### src/rtl/frs_message_queue_ctrl.sv
`default_nettype none
// +--------------------------------------------------------------------------+
// | Module  : frs_message_queue_ctrl                                         |
// | Brief   : Root Port FRS message FIFO, RW1C status bits, MSI request FSM. |
// |           `FRS_OVERWRITE_OLDEST_EN: a full queue discards its oldest     |
// |           entry instead of the incoming message.                         |
// | Revision: 1.0 - initial release                                          |
// +--------------------------------------------------------------------------+
module frs_message_queue_ctrl #(
  parameter int QUEUE_DEPTH = 8
) (
  input  logic        clk,
  input  logic        rst_n,
  input  logic        msg_valid,
  input  logic [15:0] msg_func_id,
  input  logic [3:0]  msg_reason,
  input  logic        frs_int_en,
  input  logic        sts_wr,
  input  logic [1:0]  sts_wdata,
  input  logic        deq_wr,
  input  logic        int_ack,
  output logic [31:0] queue_head,
  output logic [11:0] queue_count,
  output logic [11:0] queue_max_depth,
  output logic        frs_msg_received,
  output logic        frs_msg_overflow,
  output logic        int_req
);

  localparam int              PTR_W      = (QUEUE_DEPTH > 1) ? $clog2(QUEUE_DEPTH) : 1;
  localparam logic [PTR_W-1:0] c_PTR_LAST = PTR_W'(QUEUE_DEPTH - 1);
  localparam logic [11:0]      c_DEPTH    = 12'(QUEUE_DEPTH);

  typedef enum logic [0:0] {
    S_IDLE = 1'b0,
    S_REQ  = 1'b1
  } state_t;

  logic [19:0]      r_mem [QUEUE_DEPTH];
  logic [PTR_W-1:0] r_rd_ptr;
  logic [PTR_W-1:0] r_wr_ptr;
  logic [11:0]      r_count;
  logic             r_received;
  logic             r_overflow;
  logic             r_trig_prev;
  logic             r_int_req;
  state_t           r_state;

  logic w_full;
  logic w_empty;
  logic w_do_enq;
  logic w_do_deq;
  logic w_full_drop;
  logic w_ovw;
  logic w_wr_en;
  logic w_rd_adv;
  logic w_trig;
  logic w_trig_edge;

  // Explicit wrap so non-power-of-two depths work.
  function automatic logic [PTR_W-1:0] f_next(input logic [PTR_W-1:0] p);
    return (p == c_PTR_LAST) ? '0 : p + 1'b1;
  endfunction

  assign w_full      = (r_count == c_DEPTH);
  assign w_empty     = (r_count == 12'd0);
  assign w_do_deq    = deq_wr & ~w_empty;
  assign w_do_enq    = msg_valid & (~w_full | deq_wr);
  assign w_full_drop = msg_valid & w_full & ~deq_wr;
`ifdef FRS_OVERWRITE_OLDEST_EN
  assign w_ovw       = w_full_drop;
`else
  assign w_ovw       = 1'b0;
`endif
  assign w_wr_en     = w_do_enq | w_ovw;
  assign w_rd_adv    = w_do_deq | w_ovw;
  assign w_trig      = r_received & frs_int_en;
  assign w_trig_edge = w_trig & ~r_trig_prev;

  always_ff @(posedge clk) begin
    if (w_wr_en) begin
      r_mem[r_wr_ptr] <= {msg_reason, msg_func_id};
    end
  end

  always_ff @(posedge clk) begin
    if (!rst_n) begin
      r_rd_ptr <= '0;
      r_wr_ptr <= '0;
      r_count  <= 12'd0;
    end else begin
      if (w_wr_en) begin
        r_wr_ptr <= f_next(r_wr_ptr);
      end
      if (w_rd_adv) begin
        r_rd_ptr <= f_next(r_rd_ptr);
      end
      if (w_do_enq && !w_do_deq) begin
        r_count <= r_count + 12'd1;
      end else if (w_do_deq && !w_do_enq) begin
        r_count <= r_count - 12'd1;
      end
    end
  end

  // Hardware set takes priority over a simultaneous RW1C clear.
  always_ff @(posedge clk) begin
    if (!rst_n) begin
      r_received <= 1'b0;
      r_overflow <= 1'b0;
    end else begin
      r_received <= w_wr_en     | (r_received & ~(sts_wr & sts_wdata[0]));
      r_overflow <= w_full_drop | (r_overflow & ~(sts_wr & sts_wdata[1]));
    end
  end

  always_ff @(posedge clk) begin
    if (!rst_n) begin
      r_state     <= S_IDLE;
      r_int_req   <= 1'b0;
      r_trig_prev <= 1'b0;
    end else begin
      r_trig_prev <= w_trig;
      case (r_state)
        S_IDLE: begin
          if (w_trig_edge) begin
            r_state   <= S_REQ;
            r_int_req <= 1'b1;
          end
        end
        S_REQ: begin
          if (int_ack) begin
            r_state   <= S_IDLE;
            r_int_req <= 1'b0;
          end
        end
        default: begin
          r_state   <= S_IDLE;
          r_int_req <= 1'b0;
        end
      endcase
    end
  end

  assign queue_head       = w_empty ? 32'd0 : {12'd0, r_mem[r_rd_ptr]};
  assign queue_count      = r_count;
  assign queue_max_depth  = c_DEPTH;
  assign frs_msg_received = r_received;
  assign frs_msg_overflow = r_overflow;
  assign int_req          = r_int_req;

endmodule
`default_nettype wire

### config.mk
export PLATFORM = sky130hd
export DESIGN_NAME = frs_message_queue_ctrl
export DESIGN_NICKNAME = d
export VERILOG_FILES = /design/src/rtl/frs_message_queue_ctrl.sv
export SDC_FILE = /design/constraint.sdc
export NUM_CORES = 1
export LEC_CHECK = 0
export ABC_AREA = 1
export CORE_ASPECT_RATIO = 0.8
export CORE_MARGIN = 2
export CORE_UTILIZATION = 35
export DETAILED_ROUTE_END_ITERATION = 10
export PLACE_DENSITY_LB_ADDON = 0.25
export SLEW_MARGIN = 20
export SYNTH_ARGS = -nofsm -noshare
export SYNTH_HDL_FRONTEND = slang
export SYNTH_SLANG_ARGS = --single-unit
### constraint.sdc
create_clock -name clk -period 2.7 [get_ports clk]
set_input_delay 0.27 -clock clk [delete_from_list [all_inputs] [get_ports clk]]
set_output_delay 0.27 -clock clk [all_outputs]
set_load 0.005 [all_outputs]
==> results of run 1 <==
[placed cells by master, fill, tap and decap left out, types with 3 or more instances in the layout]
cell type        instances
inv_1                   45
clkbuf_16               17
ha_1                     6
nand3_2                  3
nor2_2                  14
clkinvlp_4               3
o221ai_1                20
o21ai_1                 10
edfxtp_1               160
a21oi_2                  3
nand4_1                  5
nand2_1                 87
xnor2_1                  4
dfxtp_1                 21
nand3_1                 16
xor2_1                   3
ha_4                     9
conb_1                  24
nand2_2                  7
clkinv_8                 3
buf_12                  11
a21oi_1                 39
nor2_1                 160
clkdlybuf4s50_1         63
buf_4                   27
o21ai_0                 77
dfxtp_2                  4
inv_8                    6
[state kept, by name (all words and copies together), names as in the netlist, named ones only]
| signal | flops |
|---|---|
| frs_msg_overflow | 1 |
| r_state | 1 |
| r_trig_prev | 1 |
| int_req | 1 |
| r_wr_ptr | 3 |
| frs_msg_received | 1 |
| r_rd_ptr | 3 |
| r_mem | 160 |
| queue_count | 12 |
[critical path, cell delays in order (launching register included)]
cell and delay [ns]:
dfxtp_2 0.39, inv_1 0.07, nand4_1 0.17, nor2_2 0.08
nand2_2 0.11, buf_8 0.22, nand2_1 0.08, nor2_1 0.19
clkdlybuf4s50_1 0.54
[worst paths after layout]
kind,startpoint,endpoint,cells past startpoint
min,frs_int_en,r_trig_prev,3
max,queue_count[6],queue_head[1],8
max reg2reg,queue_count[6],queue_count[8],17
min reg2reg,r_state,r_state,2
[stage by stage]
stage	setup slack (ns)	hold WS (ns)	setup TNS, ns
finish	0.136	0.413	0
CTS	0.00350	0.398	0
global placement	-0.0791	0.456	-0.452
global route	0.0175	0.425	0
floorplan	0.190	0.369	0
detailed placement	-0.178	0.460	-1.12
[metal layers]
metal | up-vias | track usage
met5 | - | 0
met4 | 0 | 0.0373
li1 | 2766 | -
met2 | 128 | 0.249
met3 | 12 | 0.0348
met1 | 2614 | 0.206
[final cells by class]
class | instances | area share
flip-flops and latches | 186 | 0.526
well taps | 312 | 0.0385
inverters | 50 | 0.0197
clock inverters | 14 | 0.0152
multi-input cells | 496 | 0.254
clock buffers | 17 | 0.0419
repair buffers | 102 | 0.105
[synth_stat cells, drive strengths merged]
library cell / instances / area (µm²)
o21ai: 87 / 435
dfxtp: 26 / 521
xnor2: 4 / 35.0
o221ai: 20 / 175
nand2: 96 / 383
nand4: 5 / 31.3
or2: 4 / 27.5
clkinv: 1 / 3.75
a21oi: 42 / 214
nor2: 175 / 682
edfxtp: 160 / 4800
ha: 15 / 188
nand3b: 1 / 7.51
conb: 2 / 7.51
buf: 49 / 328
xor2: 3 / 26.3
nand3: 19 / 100
inv: 49 / 189
fa: 1 / 20.0
clkbuf: 9 / 33.8
[kinds of logic (layout without fill, tap and decap cells)]
| group | after synthesis | after routing |
|---|---|---|
| AOI/OAI and AO/OA | 149 | 149 |
| xor gates and xnor gates | 7 | 7 |
| adders and majority gates | 16 | 16 |
| buffers and inverters | 108 | 183 |
| DFF | 186 | 186 |
| other | 2 | 24 |
| and+or+nand+nor | 300 | 300 |
[what timing repair did]
item | in CTS | in global routing
hold endpoints to repair | 0 | 0
buffers inserted | 0 | 1
setup endpoints to repair | 11 | 27
pin swaps | 0 | 4
gates resized for setup | 2 | 30
[where the power goes]
part / total [W] / leakage, nW / switching, W / internal [W]
clock network: 0.00241 / 0.274 / 0.00117 / 0.00123
logic: 0.00226 / 1.86 / 0.00122 / 0.00104
registers: 0.00338 / 1.67 / 0.000108 / 0.00328
==> impl_metrics.tcl, run 1 <==
set metrics [dict create \
    status "finished, final reports clean" \
    die_area_um2 24700 \
    seq_area_frac_synth 0.648 \
    diodes 0 \
    synthXorXnorAreaFrac 0.00747 \
    wl_met1_um 8950 \
    path_max_fanout 23 \
    core-area_um2 23200 \
    vias 5520 \
    seq_area_um2 5330 \
    finalClockSkew_ns 0.0123 \
    dp_cells 1145 \
    cts_max_level 4 \
    min_period_ns 2.56 \
    power.density_nw_per_um2 794 \
    syn_to_final_growth_pct 23.5 \
    routedWlPerCell_um 15.9 \
    setup-violations-final 0 \
    cts_max_path_buffers 2 \
    end_kind "primary output" \
    finalCritPeriodShare 0.950 \
    crit_required_ns 2.43 \
    worstPathArrival_ns 2.29 \
    viasPerCell 4.69 \
    vdd_ir_drop_max_uv 423 \
    leakage_nw 3.81 \
    synth_fa_ha_area_frac 0.0253 \
    nFillCells 2170 \
    wl_met2_um 8880 \
    synth_mux_area_frac 0 \
    syn_area_per_cell_um2 10.7 \
    numPortBuffers 63 \
    track_usage 0.153 \
    final_util 0.437 \
    clock-sinks 186 \
    synth_top_family_by_area "simple AND/OR/NAND/NOR gates" \
    grt_pass1_wl_um 28800 \
    clkSlewWorstSetupHoldPaths_ns 0.07 \
    drt-initial-drc-count 400 \
    drive_gt1_frac 0.139 \
    routed_wl_um 18700 \
    rows 50 \
    syn_area_um2 8210 \
    drc 0 \
    clockRootBuffer "clkbuf_16" \
    worst_pin_slew_ns 0.589 \
    initial_utilization 0.354 \
    clkLatencyLatePin_ns 0.42 \
    syn_inst 768 \
    slew_headroom 0.605 \
    min-delay-path-class "primary input to register" \
    layoutNonFillerInstCount 1177 \
    die_x_um 175 \
    ys_warn_count 0 \
    die_y_um 141 \
    ys_ff_latch 186 \
    grt_pass1_vias 5304 \
    first_pass_iters 5 \
    place_congestion 0.807 \
    total_power_w 0.00806 \
    grt.overflow.total 0 \
    io_pins 88 \
    multiInputGateArea_um2 2570 \
    cts_tree "yes" \
    ant_nets 0 \
    fin_area_um2 10100 \
    max_freq_ghz 0.390 \
    startpoint_type "register" \
    synth_compound_area_frac 0.100 \
    ys_types 32 \
    criticalPathCategory "register to primary output" \
    placed_cell_area_um2 9390 \
    dpl.hpwl_um 10700 \
    hold_viol_final 0 \
    antenna_found_initial 0 \
    dr_wl_met3_um 736 \
    rsz0062_at_grt "false" \
    r2r_slack_ns 0.18 \
    cap_violations 0 \
    cts_buffers 17 \
    top_layer "met4" \
    fin_nets 898 \
    finalMaxSlewViolations 0 \
    grt_max_degree 41 \
    synthSimpleGateAreaFrac 0.150 \
    hold_buffers 0 \
]
(Power assumes the default switching activity.)
==> run 2, diff against run 1 <==
--- a/config.mk
+++ b/config.mk
@@ -5,10 +5,10 @@
 export SDC_FILE = /design/constraint.sdc
 export NUM_CORES = 1
 export LEC_CHECK = 0
-export ABC_AREA = 1
 export CORE_ASPECT_RATIO = 0.8
 export CORE_MARGIN = 2
 export CORE_UTILIZATION = 35
+export CTS_BUF_LIST = sky130_fd_sc_hd__clkbuf_4 sky130_fd_sc_hd__clkbuf_8
 export DETAILED_ROUTE_END_ITERATION = 10
 export PLACE_DENSITY_LB_ADDON = 0.25
 export SLEW_MARGIN = 20
==> run 2 against run 1 <==
Against the previous run: synthesized area is 4.6% lower; worst setup slack worse by 0.13 ns; die area is 4.5% lower; utilization is 2.1 points higher; via count is 22% lower; register-to-register slack worse by 0.18 ns; cell count is 24% lower; critical endpoint is now queue_count[10]; highest routed layer unchanged.
==> impl_metrics.tcl, run 2 <==
set metrics [dict create \
    wl_met2_um 8180 \
    crit_required_ns 3.05 \
    grt_max_degree 41 \
    critical-path-top-delay-family "compound AO/OA/AOI/OAI gates" \
    grt_pass1_wl_um 25400 \
    cp_num_buf_inv 1 \
    layoutNonFillerInstCount 898 \
    ys.flop_type "edfxtp_1" \
    vias 4309 \
    grt_pass1_vias 4586 \
    ys_types 43 \
    syn_inst 469 \
    drive_gt1_frac 0.289 \
    path_max_fanout 7 \
    ys_top_cells_by_count "160 x edfxtp_1, 40 x mux4_2, 34 x nor2_1" \
    seqPwrFrac 0.410 \
    leakage_nw 3.50 \
    status "finished, final reports clean" \
    syn_area_per_cell_um2 16.7 \
    dr_wl_met3_um 619 \
    fin_nets 630 \
    yosysTopAreaCell "edfxtp_1" \
    grt.overflow.total 0 \
    finalClockSkew_ns 0.0124 \
    die_x_um 171 \
    switching_share 0.281 \
    drc 0 \
    hold_ws_ns 0.430 \
    numPortBuffers 63 \
    wl_met1_um 7240 \
    rsz0062_at_grt "true" \
    viasPerCell 4.80 \
    max_stage_delay_ns 0.37 \
    seq_area_frac_synth 0.680 \
    drt-initial-drc-count 264 \
    max_freq_ghz 0.371 \
    r2r_slack_ns 0.003 \
    ant_nets 0 \
    diodes 0 \
    intPower_w 0.00592 \
    clockRootBuffer "clkbuf_8" \
    fin_tns_setup_ns 0 \
    cts_max_level 4 \
    core-area_um2 21700 \
    ys_top_cells_by_area "edfxtp_1 61%, mux4_2 11%, dfxtp_1 6.6%, mux2i_1 3.3%, buf_4 2.7%" \
    synth_most_common_cell "edfxtp_1" \
    cap_violations 0 \
    startpoint_type "register" \
    cts_max_path_buffers 2 \
    worst_pin_slew_ns 0.604 \
    synth_top_area_frac 0.613 \
    antenna_found_initial 0 \
    cp_slowest_cell "fa_2" \
    rows 48 \
    end_kind "register" \
    power.density_nw_per_um2 827 \
    ys_ff_latch 186 \
    die_y_um 138 \
    largest_register_ffs 160 \
    io_pins 88 \
    syn_area_um2 7830 \
    track_usage 0.147 \
    hold_viol_final 0 \
    seq_area_um2 5330 \
    layout_common_cells "160 x edfxtp_1, 52 x buf_4, 43 x clkdlybuf4s50_1" \
    nFillCells 1891 \
    cp_cell_sequence "nor4_4 -> nand3_2 -> o21ai_4 -> ha_4 -> clkinv_8 -> fa_2 -> a21o_1 -> a221oi_4 -> o21ai_2 -> xor2_1 -> o211a_1" \
    clkLatencyLatePin_ns 0.45 \
    ys_warn_count 0 \
    min_period_ns 2.70 \
    routed_wl_um 16100 \
    slew_headroom 0.597 \
    p_comb_frac 0.341 \
    syn_to_final_growth_pct 27.1 \
    postSynth.asyncResetShare 0 \
    clkSlewWorstSetupHoldPaths_ns 0.09 \
    hold_buffers 0 \
    synth_edf_count 160 \
    vdd_ir_drop_max_uv 324 \
    criticalPathCategory "register to register" \
    regMostFlops "r_mem" \
    finalCritPeriodShare 0.999 \
    cts_buffers 17 \
    first_pass_iters 4 \
    power_switching_w 0.00231 \
    final_common_cell "edfxtp_1" \
    top_layer "met4" \
    die_area_um2 23600 \
    initial_utilization 0.360 \
    dp_cells 856 \
    clock-sinks 186 \
    min-delay-path-class "primary input to register" \
    routedWlPerCell_um 18.0 \
    cts_tree "yes" \
    power_frac_clock 0.249 \
    place_congestion 0.779 \
    multiInputGateArea_um2 2580 \
    worstPathArrival_ns 3.05 \
    setup-violations-final 0 \
    finalMaxSlewViolations 0 \
    dpl.hpwl_um 10100 \
]
[run 2: changes by cell type after synthesis, moves of 10 or more]
cell / delta
mux4_2: +40
a21oi_1: -30
mux2i_1: +26
nand2_1: -71
nor2_1: -133
o221ai_1: -20
buf_2: -16
o21ai_1: -10
o21ai_0: -69
inv_1: -43
[run 2: layer usage]
metal | vias to the layer above | GRT usage
li1 | 2012 | -
met1 | 2202 | 0.186
met2 | 86 | 0.254
met3 | 9 | 0.0402
met4 | 0 | 0.0306
met5 | - | 0
[run 2: power by group through the flow]
stage / registers, W / clock network (W) / logic, W
2_1_floorplan: 0.00344 / 0 / 0.00136
3_3_place_gp: 0.00340 / 0 / 0.00247
3_5_place_dp: 0.00341 / 0 / 0.00252
4_1_cts: 0.00338 / 0.00210 / 0.00282
5_1_grt: 0.00339 / 0.00224 / 0.00308
6_report: 0.00338 / 0.00205 / 0.00281
[run 2: what timing repair did]
item / CTS / global route
pin swaps: 22 / 14
buffers inserted: 5 / 4
gates resized for setup: 35 / 26
endpoints found under the setup margin: 17 / 25
gates cloned: 1 / 0
[run 2: area by class of cell]
type	instances	area share
tap	300	0.0377
clock inverter	12	0.0185
sequential	186	0.536
multi-input combinational	256	0.260
timing repair buffer	121	0.119
inverter	3	0.00239
clock buffer	20	0.0270
[run 2: path summary, 6_finish.rpt]
| check | startpoint | cells past startpoint | end |
|---|---|---|---|
| min | frs_int_en | 2 | r_trig_prev |
| max | queue_count[9] | 11 | queue_count[10] |
| max reg2reg | queue_count[9] | 11 | queue_count[10] |
| min reg2reg | r_rd_ptr[0] | 2 | register |
[run 2: logic make-up after synthesis]
family,synth area share
AO/OA/AOI/OAI,0.0356
XOR/XNOR,0.00783
adder cells (fa/ha/maj),0.0265
buffers and inverters,0.0379
flip-flops,0.680
multiplexers,0.150
other,0.000959
AND/OR/NAND/NOR,0.0618
[run 2: per-stage QoR]
step	instance area [µm²]	util	setup WS (ns)	total power [W]
2_1_floorplan	7990	-	-0.126	0.00480
3_3_place_gp	9120	0.420	-0.210	0.00587
3_5_place_dp	9120	0.420	-0.239	0.00593
4_1_cts	9860	0.453	-0.0989	0.00830
5_1_grt	9950	0.458	-0.175	0.00871
6_report	9950	0.458	0.00251	0.00824
[run 2: worst register-to-register path: stages, from the launching register on]
cell and delay [ns]:
dfxtp_2 0.34, nor4_4 0.28, nand3_2 0.15, o21ai_4 0.19, ha_4 0.20, clkinv_8 0.10
fa_2 0.37, a21o_1 0.20, a221oi_4 0.33, o21ai_2 0.09, xor2_1 0.14, o211a_1 0.20
